[src/rtl/bitcount_unit_pkg.sv]
// rtl/bitcount_unit_pkg.sv - shared types and helpers for the Zbb bit-count unit
//
// Purpose: operation encoding and result-width helper shared by the bit-count
//          unit, its bus interface and the reusable popcount tree.
// Ports:   none (package).
package bitcnt_pkg;

  typedef enum logic [1:0] {
    OP_CPOP = 2'b00,
    OP_CLZ  = 2'b01,
    OP_CTZ  = 2'b10,
    OP_RSVD = 2'b11
  } bitcnt_op_t;

  // Width of a population count over xlen bits; holds the value xlen itself.
  function automatic int cnt_w(input int xlen);
    return $clog2(xlen) + 1;
  endfunction

endpackage

[src/rtl/bitcount_unit_if.sv]
// rtl/bitcount_unit_if.sv - valid/ready operand and result bus of the bit-count unit
//
// Purpose: groups the request side (in_*) and response side (out_*) handshakes.
// Ports:   master - issuer: drives in_valid/in_op/in_x/in_tag and out_ready,
//                   observes in_ready and out_valid/out_res/out_tag.
//          slave  - the bit-count unit, the mirror image of master.
interface bitcount_unit_if #(
  parameter int XLEN  = 32,
  parameter int TAG_W = 5
);
  import bitcnt_pkg::*;

  logic             in_valid;
  logic             in_ready;
  bitcnt_op_t       in_op;
  logic [XLEN-1:0]  in_x;
  logic [TAG_W-1:0] in_tag;

  logic             out_valid;
  logic             out_ready;
  logic [XLEN-1:0]  out_res;
  logic [TAG_W-1:0] out_tag;

  modport master (
    output in_valid, in_op, in_x, in_tag, out_ready,
    input  in_ready, out_valid, out_res, out_tag
  );

  modport slave (
    input  in_valid, in_op, in_x, in_tag, out_ready,
    output in_ready, out_valid, out_res, out_tag
  );

endinterface

[src/rtl/bitcount_unit_popcount_tree.sv]
// rtl/bitcount_unit_popcount_tree.sv - combinational population-count adder tree
//
// Purpose: counts the set bits of din. Bits are first summed in 4-bit groups,
//          then the group counts are reduced pairwise.
// Ports:   din [W-1:0]        operand
//          cnt [$clog2(W):0]  number of set bits in din
module popcount_tree
  import bitcnt_pkg::*;
#(
  parameter int W = 32
) (
  input  logic [W-1:0]      din,
  output logic [$clog2(W):0] cnt
);

  localparam int CW = cnt_w(W);
  localparam int G  = (W + 3) / 4;   // number of 4-bit groups
  localparam int WP = G * 4;         // operand padded to whole groups

  logic [WP-1:0] din_p;
  logic [CW-1:0] node [2*G-1];

  assign din_p = WP'(din);

  // Heap-ordered tree: leaves (group counts) at G-1..2G-2, node i sums its
  // children 2i+1 and 2i+2, the root at index 0 is the total.
  always_comb begin
    for (int g = 0; g < G; g++) begin
      node[G-1+g] = CW'(din_p[4*g])   + CW'(din_p[4*g+1]) +
                    CW'(din_p[4*g+2]) + CW'(din_p[4*g+3]);
    end
    for (int i = G - 2; i >= 0; i--) begin
      node[i] = node[2*i+1] + node[2*i+2];
    end
    cnt = node[0];
  end

endmodule

[src/rtl/bitcount_unit.sv]
// rtl/bitcount_unit.sv - pipelined CPOP/CLZ/CTZ unit with valid/ready and flush
//
// Purpose: Zbb bit counts for the execute stage. Stage A conditions the
//          operand so every op reduces to a popcount; stage B is the popcount.
//          STAGES=2 registers after A and at the output, STAGES=1 only at
//          the output. A destination tag travels with each operation.
// Ports:   clk      rising-edge clock
//          reset_n  asynchronous active-low reset
//          flush    synchronous kill of every in-flight operation
//          bus      bitcount_unit_if slave: in_valid/in_ready/in_op/in_x/in_tag
//                   request side, out_valid/out_ready/out_res/out_tag result side
module bitcount_unit
  import bitcnt_pkg::*;
#(
  parameter int XLEN   = 32,
  parameter int STAGES = 2,
  parameter int TAG_W  = 5
) (
  input  logic           clk,
  input  logic           reset_n,
  input  logic           flush,
  bitcount_unit_if.slave bus
);

  localparam int CW = cnt_w(XLEN);

  logic [XLEN-1:0]  x_rev;
  logic [XLEN-1:0]  y_comb;
  logic [XLEN-1:0]  pc_in;
  logic [CW-1:0]    pc_cnt;
  logic             in_fire;
  logic             o_load_ok;
  logic             o_v;
  logic [XLEN-1:0]  o_res;
  logic [TAG_W-1:0] o_tag;

  always_comb begin
    x_rev = '0;
    for (int i = 0; i < XLEN; i++) begin
      x_rev[i] = bus.in_x[XLEN-1-i];
    end
  end

  // Stage A: leave exactly the bits to be counted. ~v & (v-1) keeps the run
  // of zeros below the lowest set bit (all ones when v is zero), so CTZ is a
  // popcount of it and CLZ is the same on the reversed operand. A reserved op
  // maps to zero, which yields a zero result with no extra state downstream.
  always_comb begin
    y_comb = '0;
    case (bus.in_op)
      OP_CPOP: y_comb = bus.in_x;
      OP_CLZ:  y_comb = ~x_rev & (x_rev - XLEN'(1));
      OP_CTZ:  y_comb = ~bus.in_x & (bus.in_x - XLEN'(1));
      default: y_comb = '0;
    endcase
  end

  // Stage B
  popcount_tree #(.W(XLEN)) u_popcount_tree (
    .din (pc_in),
    .cnt (pc_cnt)
  );

  // The output register can take new data when empty or being drained.
  assign o_load_ok = !o_v || bus.out_ready;
  assign in_fire   = bus.in_valid && bus.in_ready;

  generate
    if (STAGES == 2) begin : g_two_stage
      logic             a_v;
      logic [XLEN-1:0]  a_y;
      logic [TAG_W-1:0] a_tag;

      assign bus.in_ready = !flush && (!a_v || o_load_ok);
      assign pc_in        = a_y;

      always_ff @(posedge clk or negedge reset_n) begin
        if (!reset_n) begin
          a_v   <= 1'b0;
          a_y   <= '0;
          a_tag <= '0;
          o_v   <= 1'b0;
          o_res <= '0;
          o_tag <= '0;
        end else if (flush) begin
          a_v <= 1'b0;
          o_v <= 1'b0;
        end else begin
          if (o_load_ok) begin
            o_v <= a_v;
            if (a_v) begin
              o_res <= XLEN'(pc_cnt);
              o_tag <= a_tag;
            end
          end
          if (!a_v || o_load_ok) begin
            a_v <= bus.in_valid;
          end
          if (in_fire) begin
            a_y   <= y_comb;
            a_tag <= bus.in_tag;
          end
        end
      end
    end else begin : g_one_stage
      assign bus.in_ready = !flush && o_load_ok;
      assign pc_in        = y_comb;

      always_ff @(posedge clk or negedge reset_n) begin
        if (!reset_n) begin
          o_v   <= 1'b0;
          o_res <= '0;
          o_tag <= '0;
        end else if (flush) begin
          o_v <= 1'b0;
        end else begin
          if (o_load_ok) begin
            o_v <= bus.in_valid;
          end
          if (in_fire) begin
            o_res <= XLEN'(pc_cnt);
            o_tag <= bus.in_tag;
          end
        end
      end
    end
  endgenerate

  assign bus.out_valid = o_v;
  assign bus.out_res   = o_res;
  assign bus.out_tag   = o_tag;

endmodule

[src/flat_wrapper.sv]
// flat-port wrapper written by rule: the top's interface ports become plain ports
module bitcount_unit_flat import bitcnt_pkg::*;
#(
  parameter int XLEN   = 32,
  parameter int STAGES = 2,
  parameter int TAG_W  = 5
)
  (clk, reset_n, flush, bus_in_valid, bus_in_op, bus_in_x, bus_in_tag, bus_out_ready, bus_in_ready, bus_out_valid, bus_out_res, bus_out_tag);
  bitcount_unit_if #(.XLEN(XLEN), .TAG_W(TAG_W)) bus_i ();
  input  logic clk;
  input  logic reset_n;
  input  logic flush;
  input wire logic [$bits(bus_i.in_valid)-1:0] bus_in_valid;
  input wire logic [$bits(bus_i.in_op)-1:0] bus_in_op;
  input wire logic [$bits(bus_i.in_x)-1:0] bus_in_x;
  input wire logic [$bits(bus_i.in_tag)-1:0] bus_in_tag;
  input wire logic [$bits(bus_i.out_ready)-1:0] bus_out_ready;
  output wire logic [$bits(bus_i.in_ready)-1:0] bus_in_ready;
  output wire logic [$bits(bus_i.out_valid)-1:0] bus_out_valid;
  output wire logic [$bits(bus_i.out_res)-1:0] bus_out_res;
  output wire logic [$bits(bus_i.out_tag)-1:0] bus_out_tag;
  assign bus_i.in_valid = bus_in_valid;
  assign bus_i.in_op = bus_in_op;
  assign bus_i.in_x = bus_in_x;
  assign bus_i.in_tag = bus_in_tag;
  assign bus_i.out_ready = bus_out_ready;
  assign bus_in_ready = bus_i.in_ready;
  assign bus_out_valid = bus_i.out_valid;
  assign bus_out_res = bus_i.out_res;
  assign bus_out_tag = bus_i.out_tag;
  bitcount_unit #(.XLEN(XLEN), .STAGES(STAGES), .TAG_W(TAG_W)) u_core (.clk(clk), .reset_n(reset_n), .flush(flush), .bus(bus_i));
endmodule
[config.mk]
export PLATFORM = sky130hd
export DESIGN_NAME = bitcount_unit_flat
export DESIGN_NICKNAME = d
export VERILOG_FILES = /design/src/rtl/bitcount_unit_pkg.sv /design/src/rtl/bitcount_unit_if.sv /design/src/rtl/bitcount_unit_popcount_tree.sv /design/src/rtl/bitcount_unit.sv /design/src/flat_wrapper.sv
export SDC_FILE = /design/constraint.sdc
export NUM_CORES = 1
export LEC_CHECK = 0
export BUFFER_PORTS_ARGS = -buffer_cell sky130_fd_sc_hd__buf_2
export CELL_PAD_IN_SITES_DETAIL_PLACEMENT = 1
export CELL_PAD_IN_SITES_GLOBAL_PLACEMENT = 1
export CORE_MARGIN = 4
export CORE_UTILIZATION = 37
export CTS_BUF_LIST = sky130_fd_sc_hd__clkbuf_4 sky130_fd_sc_hd__clkbuf_8 sky130_fd_sc_hd__clkbuf_16
export CTS_CLUSTER_SIZE = 16
export DETAILED_ROUTE_END_ITERATION = 10
export GPL_TIMING_DRIVEN = 0
export PLACE_DENSITY = 0.73
export SYNTH_ARGS = -nofsm -noshare
export SYNTH_HDL_FRONTEND = slang
export SYNTH_SLANG_ARGS = --single-unit
export TNS_END_PERCENT = 10
[constraint.sdc]
create_clock -name clk -period 5 [get_ports clk]
set_clock_uncertainty 0.2 [all_clocks]
set_input_delay 0 -clock clk [delete_from_list [all_inputs] [get_ports clk]]
set_output_delay 0 -clock clk [all_outputs]
set_load 0.1 [all_outputs]
==> metrics.cfg <==
[synthesis]
synth_commonest_cells=dfrtp_1, inv_1, nand2_1
postSynth.asyncResetShare_pct=100
synth_seq_area_share_pct=33.8
synth_top_cell_by_area=dfrtp_1
synthesis.area_per_instance_sq_um=8.81
yosys_register_bits=50
synth_edf_count=0
synthesis.area_sq_um=3700
post_synth_inst_count=420
post-synth-top-area-fraction_pct=33.8
yosys.cell_types.count=59
yosys_synthesis_warning_count=0
ys_top_cells_by_area=dfrtp_1, fa_1, buf_4, inv_1, nand2_1
dominantRegCellSynth=dfrtp_1

[worst_setup_path]
worstSetupStartpointType=flip-flop
cp-end-kind=flip-flop
reg2reg_setup_slack_ps=-150
worst_ep_required_time_ps=4980
critical_path.max_fanout=2
r2r-end=u_core.bus.out_res[4]
path_class=reg2reg
worstPathArrival_ps=5130
worst-r2r-cell-count=15
worst_flop_to_flop_path_startpoint=u_core.g_two_stage.a_y[0]

[clock_tree]
clock_tree_root=clkbuf_8
cts_made_buffers=5
clk_pin_slew_worst_paths_ps=100
post-cts-setup-buffer-count=0
clock_tree.buffer_depth=2
cts_tree=yes
tritoncts_num_sinks=50
clk-insertion-delay-late_ps=320
htree_num_levels=2

[route]
drt_iter0_drc=233
route.vias.total=3579
drc_errors=0
wl_mm=12.8
vias_per_cell=5.16
routedWlPerCell_microns=18.5
drt_pre_antenna_iters=4
antenna_left=0

[status]
run_status=finished, violations left
violations_in_the_final_reports=negative setup slack

[min_path]
worst_hold_path.endpoint=u_core.g_two_stage.a_y[9]
timing.hold.worst.start=bus_in_x[9]
holdCritPathClass=in2reg
count_of_cells_along_the_worst_hold_path=4

[sta]
layout_worst_path_cycle_share_pct=103
tightest_slew_ps=1190
unrepaired_setup_endpoints_after_global_routing=yes
setup_viol=1
postLayoutSetupSlackWorst_ps=-151
min_period_ps=5150
slew_viol_final=0
max_freq_mhz=194
report.final.hold_viol_count=0
maxSlewHeadroom_pct=20.6
tns_ps=-151

[global_route]
grt_antenna_before_repair=0
overflow=0
grt_first_pass_wirelength_mm=20.7
grt_pass1_vias=3957
groute.usage.overall_pct=23.4
grt_start_max_net_pins=51

[final_layout]
final_util_pct=50.1
antenna_cells_inserted=0
final_layout_size_suffix_gt1_share_pct=19.4
area_growth_syn_to_layout_pct=32.5
num-nets-final=636

[floorplan]
die-width_microns=108
initial_core_util_pct=37.8
fp-row-count=36
io_pins=83
floorplan.die.height_microns=108
core_region_area_sq_um=9770
die-area_sq_um=11700

[flow_run]
drv_cap=0

[pwr]
p_int_w=0.00105
p_sw_share_pct=47.7
p_switching_w=0.000958
worst_ir_drop_vdd_uv=248
leakage_nw=2.32
flop_pwr_share_pct=24.1
clock_power_share_pct=15.6
comb_power_share_pct=60.3
power.density_nw_per_um2=410

[placement]
placement.setup.worst_slack_ps=-276
place_congestion=0.904
dp_hpwl_mm=9.81
count_of_buffers_inserted_at_the_top_level_ports=55

-- power by group through the flow --
stage	clock network (W)	logic [W]	registers, W
final	0.000313	0.00121	0.000485
after global routing	0.000337	0.00136	0.000492
after CTS	0.000321	0.00117	0.000486
after detailed placement	0	0.00113	0.000494
after global placement	0	0.00106	0.000489
after floorplan	0	0.000665	0.000690
-- logic make-up after synthesis --
logic type	after synthesis	share of synthesized area (%)
compound gates	77	13.6
xor+xnor	4	0.947
fa+ha+maj	32	15.7
buf+inv	91	12.3
flops	50	33.8
mux	5	1.52
other cells	1	0.101
simple gates	160	22.0
-- worst max-delay path by stage --
| stage | start | endpoint | slack [ps] |
|---|---|---|---|
| 2_1_floorplan | u_core.g_two_stage.a_y[0] | u_core.bus.out_res[4] | 3 |
| 3_3_place_gp | u_core.g_two_stage.a_y[0] | u_core.bus.out_res[4] | -210 |
| 3_5_place_dp | u_core.g_two_stage.a_y[0] | u_core.bus.out_res[4] | -280 |
| 4_1_cts | u_core.g_two_stage.a_y[0] | u_core.bus.out_res[4] | -160 |
| 5_1_grt | u_core.g_two_stage.a_y[1] | u_core.bus.out_res[4] | -300 |
| 6_report | u_core.g_two_stage.a_y[0] | u_core.bus.out_res[4] | -150 |
-- critical path: stages, from the launching register on --
cell	delay, ps
dfrtp_1	390
ha_1	280
inv_1	50
fa_1	500
fa_1	450
fa_1	530
fa_1	430
fa_1	520
fa_1	440
fa_2	380
fa_2	380
inv_2	60
a21o_1	140
a21oi_2	70
xnor2_1	130
o21ai_1	70
-- stage by stage --
| stage | hold WS (ps) | instance area [sq um] | total power [W] | cells |
|---|---|---|---|---|
| 2_1_floorplan | -496 | 3790 | 0.00136 | 445 |
| 3_3_place_gp | -8.72 | 4240 | 0.00155 | 633 |
| 3_5_place_dp | 3.14 | 4240 | 0.00163 | 633 |
| 4_1_cts | 3.74 | 4890 | 0.00198 | 694 |
| 5_1_grt | 28.0 | 4900 | 0.00219 | 694 |
| 6_report | 25.6 | 4900 | 0.00201 | 694 |
-- layout by cell type (no fill, tap or decap), types with 4 or more instances in the layout --
| master | n |
|---|---|
| nand2_1 | 46 |
| buf_4 | 26 |
| dlygate4sd3_1 | 53 |
| or3_1 | 4 |
| nor2_1 | 30 |
| a22oi_1 | 4 |
| nor4_1 | 9 |
| inv_1 | 49 |
| conb_1 | 26 |
| ha_1 | 8 |
| clkbuf_8 | 6 |
| o211ai_1 | 6 |
| buf_2 | 56 |
| mux2_2 | 5 |
| nand3_1 | 16 |
| nand4_1 | 10 |
| o21ai_0 | 17 |
| o22ai_1 | 7 |
| nor3_1 | 15 |
| fa_1 | 21 |
| a21oi_1 | 10 |
| nand2b_1 | 4 |
| clkbuf_1 | 11 |
| a31oi_1 | 8 |
| dfrtp_1 | 50 |
-- repair_timing --
action                                  CTS  global route
endpoints found under the setup margin    4             5
hold buffers                             53             0
resized for setup                         4             4
pin swaps                                 5             1
hold endpoints to repair                 86             0
-- flip-flops by register name, summed over array words and instances, names as in the netlist --
register	count
u_core.bus.out_tag	5
u_core.g_two_stage.a_tag	5
u_core.g_two_stage.a_v	1
u_core.bus.out_valid	1
u_core.g_two_stage.a_y	32
u_core.bus.out_res	6
-- per-layer routing --
| layer | track usage, % | share of wire [%] | vias to the layer above |
|---|---|---|---|
| met1 | 27.9 | 40 | 1755 |
| met5 | 0 | 0 | - |
| met2 | 42.7 | 53 | 115 |
| met3 | 3.04 | 4.4 | 27 |
| met4 | 9.20 | 2.9 | 0 |
| li1 | - | - | 1682 |
-- area by class of cell --
class / count / area, sq um
repair buffers: 108 / 806
multi-input cells: 304 / 2100
clock buffers: 6 / 82.6
flip-flops and latches: 50 / 1250
fillers: 1192 / 4870
plain buffers: 41 / 268
inverters: 50 / 188
well taps: 133 / 166
clock inverters: 2 / 38.8
Note: power is estimated with default switching activity, not from simulation.
